<file path="src/rtl/ready_skid_beats.sv">
// Ready-path register slice: ready_in comes from a flop, and a one-entry skid buffer
// absorbs the beat accepted as downstream stalls. Optional beat counter: READY_SKID_BEAT_CNT_EN.
module ready_skid_beats #(
  parameter int unsigned DATA_WD = 8,
  parameter int unsigned CNT_WD  = 16
) (
  input  logic               clk,
  input  logic               rst_n,
  input  logic               valid_in,
  input  logic [DATA_WD-1:0] data_in,
  output logic               ready_in,
  output logic               valid_out,
  output logic [DATA_WD-1:0] data_out,
  input  logic               ready_out
`ifdef READY_SKID_BEAT_CNT_EN
  ,
  output logic [CNT_WD-1:0]  beat_cnt
`endif
);

  typedef enum logic {
    EMPTY = 1'b0,
    FULL  = 1'b1
  } state_t;

  state_t             state_r;
  state_t             state_nxt;
  logic               skid_valid_r;
  logic [DATA_WD-1:0] skid_data_r;
  logic               capture;

  if (CNT_WD < 1 || DATA_WD < 1) begin : g_param_check
    $error("ready_skid_beats: DATA_WD and CNT_WD must be at least 1");
  end

  always_ff @(posedge clk or negedge rst_n) begin
    if (!rst_n) begin
      state_r <= EMPTY;
    end else begin
      state_r <= state_nxt;
    end
  end

  // The skid register is written only when a beat is accepted but cannot be delivered.
  always_ff @(posedge clk or negedge rst_n) begin
    if (!rst_n) begin
      skid_data_r <= '0;
    end else if (capture) begin
      skid_data_r <= data_in;
    end
  end

  always_comb begin
    state_nxt = state_r;
    capture   = 1'b0;
    case (state_r)
      EMPTY: begin
        if (valid_in && !ready_out) begin
          capture   = 1'b1;
          state_nxt = FULL;
        end
      end
      FULL: begin
        if (ready_out) begin
          state_nxt = EMPTY;
        end
      end
    endcase
  end

  // Upstream ready depends only on the state flop, never on ready_out.
  assign skid_valid_r = (state_r == FULL);
  assign ready_in     = ~skid_valid_r;
  assign valid_out    = skid_valid_r | valid_in;
  assign data_out     = skid_valid_r ? skid_data_r : data_in;

`ifdef READY_SKID_BEAT_CNT_EN
  logic fire_out;
  assign fire_out = valid_out & ready_out;

  // Free-running count of delivered beats, wrapping modulo 2^CNT_WD.
  always_ff @(posedge clk or negedge rst_n) begin
    if (!rst_n) begin
      beat_cnt <= '0;
    end else if (fire_out) begin
      beat_cnt <= beat_cnt + CNT_WD'(1);
    end
  end
`endif

endmodule

</file>
<file path="config.mk">
export PLATFORM = sky130hd
export DESIGN_NAME = ready_skid_beats
export DESIGN_NICKNAME = d
export VERILOG_FILES = /design/src/rtl/ready_skid_beats.sv
export SDC_FILE = /design/constraint.sdc
export NUM_CORES = 1
export LEC_CHECK = 0
export ABC_AREA = 1
export CAP_MARGIN = 20
export CORE_AREA = 4 4 41 43
export DETAILED_ROUTE_END_ITERATION = 8
export DIE_AREA = 0 0 45 47
export DONT_BUFFER_PORTS = 1
export HOLD_SLACK_MARGIN = 0.03
export SYNTH_ARGS = -nofsm -noshare
export SYNTH_HDL_FRONTEND = slang
export SYNTH_SLANG_ARGS = --single-unit
</file>
<file path="constraint.sdc">
create_clock -name clk -period 1.2 [get_ports clk]
set_input_delay 0.3 -clock clk [delete_from_list [all_inputs] [get_ports clk]]
set_output_delay 0.3 -clock clk [all_outputs]
set_load 0.05 [all_outputs]
</file>
Yosys cells after proc, flatten, opt, wreduce, memory -nomap -nowiden
Cells that the tools add are included.
{"block": "classes", "n_reduce_logical": 2, "mux": 5, "n_bitwise": 2}
{"operator": "$mux 8", "count": 1}
{"operator": "$mux 1", "count": 3}
{"operator": "$pmux 1 s2", "count": 1}
{"operator": "$logic_and 1x1->1", "count": 1}
{"operator": "$logic_not 1->1", "count": 1}
{"operator": "$not 1->1", "count": 1}
{"operator": "$or 1x1->1", "count": 1}
{"block": "word_totals", "word_cells": 11, "output_inout_bits": 10, "input_bits": 12, "regBits": 9}

Depth between registers and ports, before layout
{"block": "logic_depth", "word_depth": 4, "depth_mapped": 5, "mapped_depth_nobuf": 4}

Least setup slack after synthesis
OpenSTA, ideal clock, no wires.
{"block": "synth_timing", "path_kind": "reg2out", "startpoint": "register state_r, in the netlist skid_valid_r", "endpoint": "output port data_out[0]", "t_required_ns": 0.900, "arrival_time_ns": 1.174, "n_path_buf": 2, "path_stages_with_launch": 6, "slack_ns": -0.274, "path_cell_list": "dfrtp_1 -> buf_6 -> inv_1 -> clkbuf_8 -> nand2_1 -> nand2_1"}
{"block": "synth_via", "elab_chain_len": 1}
{"element": "start: declaration", "line": "26", "source": "state_t state_r;"}
{"element": "start signal: assignment", "line": "40", "source": "state_r <= state_nxt;"}
{"element": "$mux 8", "line": "75", "source": "assign data_out = skid_valid_r ? skid_data_r : data_in;"}
{"element": "end: declaration", "line": "13", "source": "output logic [DATA_WD-1:0] data_out,"}
No other way between the ends.

Worst setup path in the final report
{"block": "layout_timing", "startpoint": "register state_r, in the netlist skid_valid_r", "endpoint": "output port data_out[1]"}
Same word-level chain as after synthesis.

==> load_flow_metrics.sql <==
INSERT INTO impl_metrics (metric_group, metric, value, unit) VALUES
('power', 'switching_fraction_of_total_power', '39.1', '%'),
('cells_and_area', 'final.fill_count', '115', ''),
('synthesis', 'yosys_register_bits', '9', ''),
('placement', 'post-dp-hpwl', '963', 'um'),
('min_path', 'min_delay_worst_endpoint', 'skid_valid_r', ''),
('floorplan', 'floorplan.core_area', '0.00130', 'sq mm'),
('synthesis', 'post_synth_edffs', '0', ''),
('route', 'wl', '1230', 'um'),
('synthesis', 'seq_area_frac_synth', '44.7', '%'),
('cells_and_area', 'ant_diodes', '0', ''),
('power', 'irDropWorstVdd', '0.000770', 'V'),
('sta', 'timing.slew.headroom', '71.3', '%'),
('floorplan', 'design.die.area', '0.00212', 'sq mm'),
('synthesis', 'yosysTopAreaCell', 'sky130_fd_sc_hd__dfrtp_1', ''),
('setup_path', 'critical_path.reg2reg.endpoint', 'skid_data_r[4]', ''),
('route', 'drt_pass1_iterations', '4', ''),
('synthesis', 'most_frequent_cell_after_synthesis', 'sky130_fd_sc_hd__nand2_1', ''),
('power', 'powerDensity', '1200', 'mW/mm^2'),
('global_routing', 'grt_util_all_layers', '14.0', '%'),
('setup_path', 'reg2reg_from', 'skid_valid_r', ''),
('power', 'p_sw', '404', 'uW'),
('power', 'finalPower', '1030', 'uW'),
('sta', 'timing.final.max_slew_violations', '0', ''),
('synthesis', 'post_synth_instance_area', '504', 'sq um'),
('floorplan', 'floorplan.initialDensity', '38.8', '%'),
('setup_path', 'ff2ff_path_depth', '5', ''),
('sta', 'setup-violations-final', '10', ''),
('setup_path', 'ff2ff_setup_slack', '0.12', 'ns'),
('clocking', 'clock-root-buffer', 'sky130_fd_sc_hd__clkbuf_4', ''),
('power', 'combPwrFrac', '41.2', '%'),
('floorplan', 'die_y', '47', 'um'),
('job', 'maxCapViolCount', '0', ''),
('synthesis', 'synth.lib_cells_used.distinct', '10', ''),
('floorplan', 'row_cnt', '13', ''),
('route', 'drt_iter0_markers', '4', ''),
('synthesis', 'synth.area.top_cells', 'sky130_fd_sc_hd__dfrtp_1 (45%), sky130_fd_sc_hd__nand2_1 (31%), sky130_fd_sc_hd__nand3_1 (7.9%), sky130_fd_sc_hd__nor2_8 (4.0%), sky130_fd_sc_hd__a21oi_4 (3.2%)', ''),
('setup_path', 'end_kind', 'primary output', ''),
('synthesis', 'async_flop_share', '100', '%'),
('route', 'vias_per_cell', '4.81', ''),
('placement', 'io_buffers', '0', ''),
('sta', 'fmax', '0.702', 'GHz'),
('setup_path', 'worst_ep_required_time', '0.90', 'ns'),
('clocking', 'cts_tree', 'yes', ''),
('setup_path', 'critPathArrivalTime', '1.12', 'ns'),
('outcome', 'outcome', 'complete, but fails checks', ''),
('route', 'antenna_left', '0', ''),
('sta', 'final_period_minus_worst_setup_slack', '1.42', 'ns'),
('min_path', 'min_path_cells', '1', ''),
('placement', 'globalplace.congestion', '0.737', ''),
('floorplan', 'die_w', '45', 'um'),
('sta', 'skew', '0.00261', 'ns'),
('clocking', 'tritoncts.num_buffers', '3', ''),
('synthesis', 'postSynthCellCount', '66', ''),
('clocking', 'clock_sinks', '9', ''),
('sta', 'setup_ws', '-0.224', 'ns'),
('outcome', 'violations', 'setup timing', ''),
('synthesis', 'synth.top_cells.by_count', 'sky130_fd_sc_hd__nand2_1 (41), sky130_fd_sc_hd__dfrtp_1 (9), sky130_fd_sc_hd__nand3_1 (8)', ''),
('route', 'drt-wirelength-per-cell', '13.1', 'um'),
('global_routing', 'grt_pass1_vias', '491', ''),
('synthesis', 'post-synth-top-area-fraction', '44.7', '%'),
('sta', 'grt_setup_unrepaired', 'true', ''),
('cells_and_area', 'final_net_count', '92', ''),
('global_routing', 'grt.overflow.total', '0', ''),
('min_path', 'holdCritPathClass', 'in2reg', ''),
('min_path', 'hold_path.startpoint', 'ready_out', ''),
('synthesis', 'ys_dominant_reg_cell', 'sky130_fd_sc_hd__dfrtp_1', ''),
('global_routing', 'grt_first_pass_wirelength', '2140', 'um'),
('global_routing', 'number_of_antenna_violations_at_the_first_check_in_global_routing', '0', ''),
('route', 'route.detailed.drc', '0', ''),
('clocking', 'htree_num_levels', '1', ''),
('sta', 'transition_time_at_the_pin_with_the_least_slew_margin', '0.429', 'ns');
layout by cell type (no fill, tap or decap), drive strengths merged:
| cell type | instances |
|---|---|
| inv | 2 |
| a21oi | 1 |
| dfrtp | 9 |
| nand3 | 8 |
| clkbuf | 4 |
| buf | 11 |
| nand2 | 42 |
| nor2 | 1 |
| dlygate4sd3 | 1 |
worst max path at each step:
stage,slack [ns],end,from
after floorplan,-0.06,valid_out,skid_valid_r
after detailed placement,0.05,data_out[0],skid_valid_r
after global routing,-0.27,data_out[2],skid_valid_r
final,-0.22,data_out[1],skid_valid_r
after global placement,0.06,data_out[1],skid_valid_r
after CTS,-0.23,data_out[0],skid_valid_r
per-stage QoR:
step | hold slack (ns) | utilization, % | std cells | cell area [sq um]
global route | 0.0791 | 66.1 | 94 | 860
global placement | 0.00470 | 59.0 | 87 | 768
detailed placement | 0.00478 | 59.0 | 87 | 768
floorplan | 0.00441 | - | 66 | 698
CTS | 0.0863 | 66.1 | 94 | 860
finish | 0.0886 | 66.1 | 94 | 860
cell type report:
cell class	count	area, sq um	share of cell area (%)
tap	15	18.8	2.18
multi-input combinational	52	438	50.9
sequential	9	225	26.2
clock buffer	4	26.3	3.06
inverter	2	10.0	1.16
timing repair buffer	12	141	16.4
per-layer routing:
metal  part of all wire, %  global-route usage, %
met5                     0                      0
met3                   7.5                   3.07
met4                     0                   3.51
met2                    51                   23.2
met1                    41                   18.6
logic make-up (layout without fill, tap and decap cells):
logic type      Yosys count  after routing  share of synthesized area (%)
compound gates            1              1                           3.23
simple gates             51             51                           44.7
flops                     9              9                           44.7
buf+inv                   5             18                           7.44
power by group through the flow:
stage               clock network [uW]  registers (uW)  logic (uW)
floorplan                            0             374         349
global placement                     0             380         391
detailed placement                   0             382         394
CTS                                232             377         431
global route                       248             382         454
finish                             229             378         425
registers in the layout, indices dropped and copies added (netlist names):
register      count
skid_data_r       8
skid_valid_r      1
worst max-delay path, stage by stage, from the launching register on:
cell                      delay [ns]
sky130_fd_sc_hd__dfrtp_1        0.41
sky130_fd_sc_hd__inv_4          0.14
sky130_fd_sc_hd__buf_4          0.15
sky130_fd_sc_hd__nand2_8        0.05
sky130_fd_sc_hd__nand2_8        0.11
repair_timing:
item                                    in CTS  in global routing
gates cloned                                 0                  0
pin swaps                                    1                  0
buffers inserted                             2                  0
endpoints found under the setup margin      10                 10
gates resized for setup                      6                  0
endpoints found under the hold margin        9                  0
hold buffers                                 1                  0
Note: power is estimated with default switching activity, not from simulation.
